## src/rtl/fnn_pkg.sv

```systemverilog
// Shared types for the network output stage.
//   state_t : scan controller states (IDLE waits for a capture, SCAN walks the elements).
package fnn_pkg;

  typedef enum logic {
    IDLE = 1'b0,
    SCAN = 1'b1
  } state_t;

endpackage : fnn_pkg

```

## src/rtl/layer_max_finder.sv

```systemverilog
// Arg-max over the final fully-connected layer outputs.
// Captures all neuron outputs on i_valid, then compares one element per cycle
// against a running maximum and reports the winning index/value with a
// single-cycle o_data_valid pulse.
// Ports:
//   clk, rst      : clock, synchronous active-high reset
//   i_data        : packed neuron outputs, element k at [k*inputWidth +: inputWidth]
//   i_valid       : capture strobe, ignored while busy
//   busy          : high while a scan is in progress (decoded from state)
//   o_index/o_max : last completed result, held until the next scan completes
//   o_data_valid  : one-cycle pulse when o_index/o_max are updated
module layer_max_finder
  import fnn_pkg::*;
#(
  parameter int unsigned numInput   = 10,
  parameter int unsigned inputWidth = 16,
  parameter int unsigned signedCmp  = 0
) (
  input  logic                                 clk,
  input  logic                                 rst,
  input  logic [numInput*inputWidth-1:0]       i_data,
  input  logic                                 i_valid,
  output logic                                 busy,
  output logic [$clog2(numInput)-1:0]          o_index,
  output logic [inputWidth-1:0]                o_max,
  output logic                                 o_data_valid
);

  localparam int unsigned DW = numInput * inputWidth;
  localparam int unsigned CW = $clog2(numInput);
  localparam logic [CW-1:0] LAST = CW'(numInput - 1);

  if (numInput < 2) begin : g_param_check
    $error("layer_max_finder: numInput must be >= 2");
  end

  state_t                state_q, state_d;
  logic [DW-1:0]         cap_q, cap_d;
  logic [CW-1:0]         cnt_q, cnt_d;
  logic [inputWidth-1:0] run_max_q, run_max_d;
  logic [CW-1:0]         run_idx_q, run_idx_d;
  logic [CW-1:0]         o_index_d;
  logic [inputWidth-1:0] o_max_d;
  logic                  o_data_valid_d;

  logic [inputWidth-1:0] elem;
  logic                  gt;

  // State and datapath registers.
  always_ff @(posedge clk) begin
    if (rst) begin
      state_q      <= IDLE;
      cap_q        <= '0;
      cnt_q        <= '0;
      run_max_q    <= '0;
      run_idx_q    <= '0;
      o_index      <= '0;
      o_max        <= '0;
      o_data_valid <= 1'b0;
    end else begin
      state_q      <= state_d;
      cap_q        <= cap_d;
      cnt_q        <= cnt_d;
      run_max_q    <= run_max_d;
      run_idx_q    <= run_idx_d;
      o_index      <= o_index_d;
      o_max        <= o_max_d;
      o_data_valid <= o_data_valid_d;
    end
  end

  // Element under test and strict-greater compare; ties keep the lower index.
  always_comb begin
    elem = cap_q[int'(cnt_q)*inputWidth +: inputWidth];
    if (signedCmp != 0) begin
      gt = $signed(elem) > $signed(run_max_q);
    end else begin
      gt = elem > run_max_q;
    end
  end

  // Next-state and datapath update.
  always_comb begin
    state_d        = state_q;
    cap_d          = cap_q;
    cnt_d          = cnt_q;
    run_max_d      = run_max_q;
    run_idx_d      = run_idx_q;
    o_index_d      = o_index;
    o_max_d        = o_max;
    o_data_valid_d = 1'b0;

    case (state_q)
      IDLE: begin
        if (i_valid) begin
          cap_d     = i_data;
          run_max_d = i_data[inputWidth-1:0];
          run_idx_d = '0;
          cnt_d     = CW'(1);
          state_d   = SCAN;
        end
      end
      SCAN: begin
        if (gt) begin
          run_max_d = elem;
          run_idx_d = cnt_q;
        end
        if (cnt_q == LAST) begin
          // Final compare folds straight into the published result.
          o_index_d      = gt ? cnt_q : run_idx_q;
          o_max_d        = gt ? elem  : run_max_q;
          o_data_valid_d = 1'b1;
          cnt_d          = '0;
          state_d        = IDLE;
        end else begin
          cnt_d = cnt_q + CW'(1);
        end
      end
      default: state_d = IDLE;
    endcase
  end

  assign busy = (state_q == SCAN);

endmodule : layer_max_finder

```

## config.mk

```make
export PLATFORM = sky130hd
export DESIGN_NAME = layer_max_finder
export DESIGN_NICKNAME = d
export VERILOG_FILES = /design/src/rtl/fnn_pkg.sv /design/src/rtl/layer_max_finder.sv
export SDC_FILE = /design/constraint.sdc
export NUM_CORES = 1
export LEC_CHECK = 0
export CAP_MARGIN = 20
export CORE_MARGIN = 4
export CORE_UTILIZATION = 52
export CTS_CLUSTER_SIZE = 24
export DETAILED_ROUTE_END_ITERATION = 8
export HOLD_SLACK_MARGIN = 0.1
export PLACE_DENSITY = 0.8
export SETUP_SLACK_MARGIN = 0.2
export SYNTH_ARGS = -nofsm -noshare
export SYNTH_HDL_FRONTEND = slang
export SYNTH_SLANG_ARGS = --single-unit
```

## constraint.sdc

```tcl
create_clock -name clk -period 3.6 [get_ports clk]
set_input_delay 0.72 -clock clk [delete_from_list [all_inputs] [get_ports clk]]
set_output_delay 0.72 -clock clk [all_outputs]
set_load 0.01 [all_outputs]
```

== After elaboration in Yosys (flattened, before gate mapping) ==
Index checks and enable logic that the tools add are counted.

* Input port bits: 163
* Register bits: 206
* Logic and storage cells: 30
* Output and inout port bits: 22

* Bitwise operators: 1
* Magnitude comparators: 1
* Equal/unequal tests: 2
* $add $sub $neg: 1
* Reductions and logical operators: 3
* Mux-type cells: 13
* Shifts and indexed selects: 1

{| class="wikitable"
|+ Operators with widths
! kind !! number
|-
| 160-bit by 9-bit variable part select with 16-bit output || 1
|-
| 16-bit 2-to-1 mux || 2
|-
| 16-bit case mux with 2 select lines || 1
|-
| 16-bit greater-than comparator || 1
|-
| 4-bit 2-to-1 mux || 4
|-
| 4-bit case mux with 2 select lines || 2
|-
| 4-bit by 1-bit adder with 4-bit output, second input constant || 1
|-
| 4-bit == test, second input constant || 1
|-
| 2-bit AND reduction || 2
|-
| 1-bit 2-to-1 mux || 3
|-
| 2-bit inequality test, second input constant || 1
|-
| 1-bit case mux with 2 select lines || 1
|-
| 2-bit OR reduction || 1
|-
| 1-bit inverter || 1
|}

== Longest topological paths before layout ==
Gate-level depths: netlist (run 1).

* Depth after elaboration: 4
* Depth in mapped cells: 14
* Mapped depth without buffers: 10

== Least setup slack after synthesis (run 1) ==
No wires, ideal clock.

* Path type: register -> register
* Start: register cnt_q[0]
* End: register run_idx_q[0]
* Arrival time: 3.076 ns
* Cell stages (with the launch flop): 15
* Library setup time: 0.074 ns
* Buffers on the path: 4
* Data required time: 3.526 ns
* Slack: 0.450 ns
* Clock period less this slack: 3.150 ns
* Cells stage by stage: dfxtp_1 -> buf_6 -> buf_12 -> mux4_2 -> a22oi_1 -> o21ai_1 -> ha_1 -> a21oi_1 -> a311oi_1 -> a211o_1 -> o31a_1 -> buf_4 -> buf_2 -> nand3b_1 -> a31oi_1

* Cells in the longest elaborated chain, start to end: 4

{| class="wikitable"
|+ Ends and longest elaborated chain
! what !! line !! text
|-
| start: declaration || layer_max_finder.sv:39 || <nowiki>logic [CW-1:0] cnt_q, cnt_d;</nowiki>
|-
| start signal: assignment || layer_max_finder.sv:63 || <nowiki>cnt_q <= cnt_d;</nowiki>
|-
| 160-bit by 9-bit variable part select with 16-bit output || layer_max_finder.sv:74 || <nowiki>elem = cap_q[int'(cnt_q)*inputWidth +: inputWidth];</nowiki>
|-
| 16-bit greater-than comparator || layer_max_finder.sv:78 || <nowiki>gt = elem > run_max_q;</nowiki>
|-
| 4-bit 2-to-1 mux (*) || layer_max_finder.sv:104 || <nowiki>if (gt) begin</nowiki>
|-
| 4-bit case mux with 2 select lines (*) || layer_max_finder.sv:93 || <nowiki>case (state_q)</nowiki>
|-
| end signal: assignment || layer_max_finder.sv:65 || <nowiki>run_idx_q <= run_idx_d;</nowiki>
|-
| end: declaration || layer_max_finder.sv:41 || <nowiki>logic [CW-1:0] run_idx_q, run_idx_d;</nowiki>
|}

Mark *: on every way between the ends. The rest lies on a longest branch, timed or not.
A chain may end at the register's enable or synchronous reset.

== Worst setup path after layout (run 1) ==
* Start: register cnt_q[0]
* End: register o_max[5]

* Cells in the longest elaborated chain, start to end: 3
* Elaborated cells between the ends (all ways): 5
* Those cells by class: order compare (1); eq/ne (1); shift (1); mux (1); reduce/logical (1)

{| class="wikitable"
|+ Ends and longest elaborated chain
! what !! line !! text
|-
| 160-bit by 9-bit variable part select with 16-bit output || layer_max_finder.sv:74 ||
|-
| 16-bit greater-than comparator || layer_max_finder.sv:78 ||
|-
| 16-bit 2-to-1 mux || n/a ||
|-
| end signal: assignment || layer_max_finder.sv:67 || <nowiki>o_max <= o_max_d;</nowiki>
|-
| end: declaration || layer_max_finder.sv:25 || <nowiki>output logic [inputWidth-1:0] o_max,</nowiki>
|}

Parallel ways exist; a longest one is shown, timed or not.

==> results of run 1 <==
-- synth_stat cells, drive strengths merged, types with 15 or more instances --
master | n | area share [%]
o221ai | 31 | 2.9
ha | 18 | 2.4
or2 | 15 | 1.0
buf | 23 | 1.7
inv | 16 | 0.64
nand2 | 347 | 14
dfxtp | 206 | 44
o21ai | 17 | 0.91
mux2i | 33 | 3.5
mux4 | 32 | 7.9
clkbuf | 71 | 3.0
a21oi | 198 | 11
nand2b | 16 | 1.7
a22oi | 16 | 1.3
-- sequential cells by signal, indices dropped and copies added, names as in the netlist --
name and count:
busy 1, run_max_q 16, o_index 4, cnt_q 4, o_max 16, o_data_valid 1
cap_q 160, run_idx_q 4
-- final timing paths --
path | from | endpoint | slack (ns) | depth (start not counted)
setup / recovery | cnt_q[0]$_SDFFE_PP0P_ | o_max[5]$_SDFFE_PP0P_ | 0.12 | 14
hold / removal | cap_q[69]$_SDFFE_PP0P_ | cap_q[69]$_SDFFE_PP0P_ | 0.45 | 2
setup reg to reg | cnt_q[0]$_SDFFE_PP0P_ | o_max[5]$_SDFFE_PP0P_ | 0.12 | 14
hold reg to reg | cap_q[69]$_SDFFE_PP0P_ | cap_q[69]$_SDFFE_PP0P_ | 0.45 | 2
-- layer usage --
layer / part of all wire [%] / vias to the layer above
li1: - / 4140
met1: 42 / 4131
met2: 47 / 378
met3: 7.5 / 64
met4: 3.7 / 0
met5: 0 / -
-- placed cells by master, fill, tap and decap left out, types with 2 or more instances in the layout --
cell	n
a211oi_1	3
a21oi_1	196
a21oi_2	2
a22oi_1	7
a22oi_2	9
a31oi_1	5
buf_12	9
buf_4	33
buf_6	7
bufinv_16	2
clkbuf_1	9
clkbuf_16	24
clkbuf_8	3
clkdlybuf4s50_1	183
clkinv_2	2
dfxtp_1	204
ha_1	18
inv_1	16
mux2i_1	32
mux4_1	3
mux4_2	29
nand2_1	347
nand2b_1	7
nand2b_4	9
nand3_1	9
nand3b_1	4
nand4_1	4
nor2_1	11
nor2b_1	3
nor3_1	4
o21ai_0	2
o21ai_1	12
o21ai_2	3
o221ai_1	9
o221ai_2	22
or2_2	15
-- power by group --
group | internal (mW) | switching [mW] | total [mW]
Clock | 1.35 | 0.928 | 2.27
Sequential | 2.42 | 0.118 | 2.53
Combinational | 0.694 | 0.740 | 1.43
Total | 4.46 | 1.79 | 6.24
-- cells by family (layout without fill, tap and decap cells) --
| family | after synthesis | after routing |
|---|---|---|
| simple gates | 421 | 421 |
| buf+inv | 110 | 292 |
| fa+ha+maj | 18 | 18 |
| flops | 206 | 206 |
| mux | 65 | 65 |
| compound gates | 282 | 282 |
-- final cells by class --
type	count	area [um2]
Clock buffer	34	626
Fill cell	1334	4820
Clock inverter	5	100
Timing Repair Buffer	237	2440
Sequential cell	206	4130
Inverter	16	60.1
Tap cell	225	282
Multi-Input combinational cell	786	4960
-- critical path, cell delays in order, from the launching register on --
cell and delay [ns]:
dfxtp_4 0.40, buf_8 0.14, buf_6 0.10, mux4_1 0.58
a22oi_2 0.24, o21ai_2 0.11, ha_1 0.30, nor2b_1 0.14
o211ai_1 0.30, a21boi_4 0.11, o31a_1 0.31, buf_6 0.16
clkbuf_16 0.16, o221ai_2 0.18, a21oi_1 0.10
-- metrics by stage --
| stage | hold WS [ns] | cell area [um2] | TNS (ns) | total power [mW] |
|---|---|---|---|---|
| after floorplan | 0.432 | 9320 | 0 | 3.23 |
| after global placement | 0.440 | 11400 | 0 | 3.65 |
| after detailed placement | 0.443 | 11400 | -0.0249 | 3.66 |
| after CTS | 0.455 | 12200 | 0 | 5.93 |
| after global routing | 0.472 | 12600 | 0 | 6.45 |
| final | 0.454 | 12600 | 0 | 6.24 |
-- timing repair --
action	4_1_cts	5_1_grt
endpoints found under the setup margin	40	40
gates cloned	1	6
gates resized for setup	5	49
pin swaps	0	20
setup buffers	3	12
==> summary.md, run 1 <==
| Metric | Value |
|---|---|
| Initial Util | 53.5% |
| Routed vias/inst | 5.77 |
| Final #Nets | 1450 |
| Period utilization | 96.8% |
| Worst setup SP type | flip-flop |
| Final Max Tran Viols | 0 |
| Final setup vio count | 0 |
| Root Buffer Master | clkbuf_16 |
| Port-buffer cells | around 180 |
| CTS tree | yes |
| Yosys warning total | 0 |
| Post-synthesis sequential area ratio | 44.3% |
| Die width | roughly 140 um |
| Peak Freq | between 200 and 300 MHz |
| LEAKAGE | roughly 4.6 nW |
| Gate count after technology mapping | 1102 |
| Placed cell count | 1448 |
| Mapped Nets | 1283 |
| Outcome | completed |
| Core area | between 15000 and 20000 um2 |
| Synth Area in Compound Gates | 17.4% |
| Worst endpoint required time | 3.96 ns |
| Die Footprint | 20100 um2 |
| Clk_lat worst skew | 0.52 ns |
| Largest family of logic cells by synthesized area | simple AND/OR/NAND/NOR gates |
| CP Max Fanout | 6 |
| Worst hold path class | flip-flop to flip-flop |
| Die H | 142 um |
| Adder-Cell Fraction of Synth Area | 2.42% |
| RSZ-0062 raised after global routing | yes |
| Antenna violations before repair | 0 |
| Critical path arrival | 3.84 ns |
| Cell variety after synth | 46 |
| Max-slew headroom | 28.6% |
| Post-synthesis mux area share | 11.4% |
| Mapped Area | 9320 um2 |
| Dpl ws | -0.0249 ns |
| DRC Markers | 0 |
| Post-synthesis simple-gate area fraction | 19.2% |
| # clock sinks | 206 |
| Post-synth EDFFs | 0 |
| GRT met2 Usage | 43.1% |
| Worst-path clk slew | 0.06 ns |
| # hold bufs at CTS | 0 |
| Setup slack after layout | 0.115 ns |
| Antenna cells | 0 |
| Detailed-route wire length | 29200 um |
| Worst slew pin tran | 1.07 ns |
| Num rows | 48 |
| DR WL/cell | 19.3 um |
| Max Cap Viol | 0 |
| DP Wirelength | 20100 um |
| Layout cells sized above 1 | 14.3% |
| Peak VDD IR | 0.378 mV |
| Gpl congestion | 0.934 |
| Power density cells | ~500 nW/um2 |
| WS Path Type | flip-flop to flip-flop |
| Syn_area_per_cell | 8.46 um2 |
| H-tree lvl count | 1 |
| Vias | 8713 |
| Largest net degree at the start of global routing | 119 |
| Post-DRT Antenna Nets | 0 |
| Worst Setup End Kind | flip-flop |
| Max clock buf depth | 3 |
| Total CTS buffers | 22 |
| Met3 usage | 4.48% |
| Post-Synth XOR/XNOR Area | 0% |
| I/O pins | roughly 190 |
| Initial DRT Pass Iterations | 5 |
| Clk_skew | 0.0144 ns |
| GRT Max-Usage Layer | met2 |
| Met1 usage | between 30% and 40% |
| Vias in the first global route | 8016 |
| Synth-to-layout area growth | 35.2% |
| Total track usage | a little over a quarter |
| Synth Flop Type | dfxtp_1 |
| GR Overflow Total | 0 |
| Final Hold Viols | 0 |
| Minimum clock period | 3.48 ns |
| Yosys reg bits | 206 |
| First-pass GRT wire length | about 43000 um |
| Starting DRT DRC Count | approximately 740 |
| Final Util | 72.3% |
| Async SR Flop Fraction | 0% |
| Final Non-Filler Cells | 1509 |
No activity file was read; power rests on OpenSTA's default activity.
==> run 2, diff against run 1 <==
==> constraint.sdc (replaced) <==
create_clock -name clk -period 3.6 [get_ports clk]
set_input_delay 0.72 -clock clk [delete_from_list [all_inputs] [get_ports clk]]
set_output_delay 0.72 -clock clk [all_outputs]
set_load 0.005 [all_outputs]
==> results of run 2 <==
Same layout as run 1 (identical final DEF). Status: completed.
==> run 3, diff against run 2 <==
--- a/config.mk
+++ b/config.mk
@@ -6,7 +6,7 @@
 export NUM_CORES = 1
 export LEC_CHECK = 0
 export CAP_MARGIN = 20
-export CORE_MARGIN = 4
+export CORE_MARGIN = 10
 export CORE_UTILIZATION = 52
 export CTS_CLUSTER_SIZE = 24
 export DETAILED_ROUTE_END_ITERATION = 8
==> run 3 against run 2 <==
Effect of this change: worst hold slack worse by 0.0049 ns; cell count shrank 0.33%; critical path type unchanged; non-clock buffer count decreased by 2.
==> summary.md, run 3 (synthesized netlist as in run 1, its figures left out) <==
| Metric | Value |
|---|---|
| Outcome | completed |
| Largest regs | cap_q: 160 flops, o_max: 16 flops, run_max_q: 16 flops |
| CP Max Fanout | 11 |
| Crit. Startpoint | cnt_q[0]$_SDFFE_PP0P_ |
| Peak Freq | approximately 280 MHz |
| Max Cap Viol | 0 |
| RSZ-0062 raised after global routing | yes |
| Final Non-Filler Cells | 1504 |
| CTS tree | yes |
| Final Max Tran Viols | 0 |
| Routed vias/inst | 5.86 |
| Minimum clock period | around 3.6 ns |
| Max reg flops | between 150 and 200 |
| Worst hold slack | 0.449 ns |
| Worst-path clk slew | 0.06 ns |
| Critical path arrival | between 3 and 4 ns |
| Total CTS buffers | 22 |
| Power density cells | 492 nW/um2 |
| Clk_lat worst skew | 0.52 ns |
| Most flops, register | cap_q |
| Most numerous cell on the critical path | buf_6 |
| Commonest non-fill, non-tap cell in the layout | nand2_1 |
| Worst setup SP type | flip-flop |
| Total track usage | between 20% and 30% |
| First-pass GRT wire length | 44300 um |
| Clk_skew | 0.0184 ns |
| Detailed-route wire length | 30100 um |
| DRC Markers | 0 |
| Critical path's top delay family | compound AO/OA/AOI/OAI gates |
| Max-slew headroom | 24.1% |
| Largest net degree at the start of global routing | between 100 and 150 |
| Delay of the slowest critical-path stage | 0.52 ns |
| DR WL/cell | 20.0 um |
| Worst slew pin tran | 1.14 ns |
| Die width | 154 um |
| Core area | 17400 um2 |
| Worst Setup End Kind | flip-flop |
| Die H | 154 um |
| H-tree lvl count | 1 |
| I/O pins | 185 |
| Crit-path slowest cell | mux4_2 |
| Root Buffer Master | clkbuf_16 |
| Worst R2R Start | cnt_q[0]$_SDFFE_PP0P_ |
| DP Wirelength | 20600 um |
| Initial Util | 53.5% |
| Initial DRT Pass Iterations | 6 |
| Final #Nets | around 1400 |
| Final setup vio count | 0 |
| Starting DRT DRC Count | 881 |
| CP bufs+invs | 4 |
| Antenna violations before repair | 2 |
| WS Path Type | flip-flop to flip-flop |
| Worst hold path class | flip-flop to flip-flop |
| Layout cells sized above 1 | 14.5% |
| GR Overflow Total | 0 |
| Gpl congestion | 0.943 |
| Worst-path cell chain | buf_6 > buf_6 > mux4_2 > a22oi_1 > o21ai_1 > ha_1 > a21oi_2 > a311oi_1 > a211o_1 > o31a_1 > buf_4 > clkbuf_16 > o221ai_1 > a21oi_1 |
| Synth-to-layout area growth | 34.2% |
| Setup slack after layout | 0.0458 ns |
| # clock sinks | 206 |
| Placed cell count | 1443 |
| Post-DRT Antenna Nets | 0 |
| DP Area | 11300 um2 |
| Vias in the first global route | 8247 |
| Max clock buf depth | 3 |
| Final Total Pwr | roughly 6.2 mW |
| Num rows | 48 |
| LEAKAGE | 4.57 nW |
| Most frequent cells in the layout | nand2_1 (346), dfxtp_1 (204), a21oi_1 (189) |
| Die Footprint | 23700 um2 |
| Hold Startpoint | o_max[4]$_SDFFE_PP0P_ |
| Final Hold Viols | 0 |
| Final std cell area, no fill | between 10000 and 15000 um2 |
| Dpl ws | -0.0346 ns |
| Worst endpoint required time | 3.97 ns |
| Peak VDD IR | roughly 0.44 mV |
| Setup TNS | 0 ns |
| Vias | just under 9000 |
| Period utilization | 98.7% |
| Antenna cells | 0 |
| Final Util | 71.8% |
| Port-buffer cells | approximately 180 |
## run 3: cell count changes in the layout (fill, tap and decap cells not counted), moves of 3 or more
cell and change:
a21oi_1 -7, a21oi_2 +7, a22oi_1 +3, a22oi_2 -3, clkbuf_1 -4, clkbuf_8 -3, clkinv_2 +3, o221ai_2 -3
## run 3: final timing paths
check	depth (start not counted)	endpoint	slack [ns]
setup reg to reg	14	run_max_q[14]$_SDFFE_PP0P_	0.05
hold reg to reg	2	o_max[4]$_SDFFE_PP0P_	0.45
hold / removal	2	o_max[4]$_SDFFE_PP0P_	0.45
setup / recovery	14	run_max_q[14]$_SDFFE_PP0P_	0.05
## run 3: per-layer routing
layer  global-route usage (%)  share of wire [%]  vias to the layer above
li1                         -                  -                     4143
met1                     28.5                 40                     4170
met2                     36.8                 48                      410
met3                     6.05                8.3                       81
met4                     8.50                4.3                        4
met5                        0              0.073                        -
## run 3: worst reg2reg max path, cell delays in order (launching register included)
cell       delay [ns]
dfxtp_4          0.39
buf_6            0.14
buf_6            0.12
mux4_2           0.52
a22oi_1          0.22
o21ai_1          0.13
ha_1             0.37
a21oi_2          0.15
a311oi_1         0.10
a211o_1          0.25
o31a_1           0.29
buf_4            0.17
clkbuf_16        0.17
o221ai_1         0.26
a21oi_1          0.12
## run 3: repair_timing
item                                    in CTS  in global routing
pin swaps                                    0                 31
gates resized for setup                      4                 61
gates cloned                                 0                  6
setup buffers                                3                 16
hold buffers                                 0                  0
endpoints found under the setup margin      40                 40
## run 3: layout make-up
class                   instances  area, um2
fillers                      1313       4910
clock buffers                  27        569
flip-flops and latches        206       4130
inverters                      16       60.1
repair buffers                235       2390
multi-input cells             786       4970
clock inverters                 9        109
well taps                     225        282
## run 3: power by group
| group | total, mW | switching (mW) | internal [mW] | leakage, nW |
|---|---|---|---|---|
| clock | 2.19 | 0.921 | 1.27 | 0.332 |
| sequential | 2.54 | 0.122 | 2.41 | 1.69 |
| combinational | 1.43 | 0.741 | 0.692 | 2.55 |
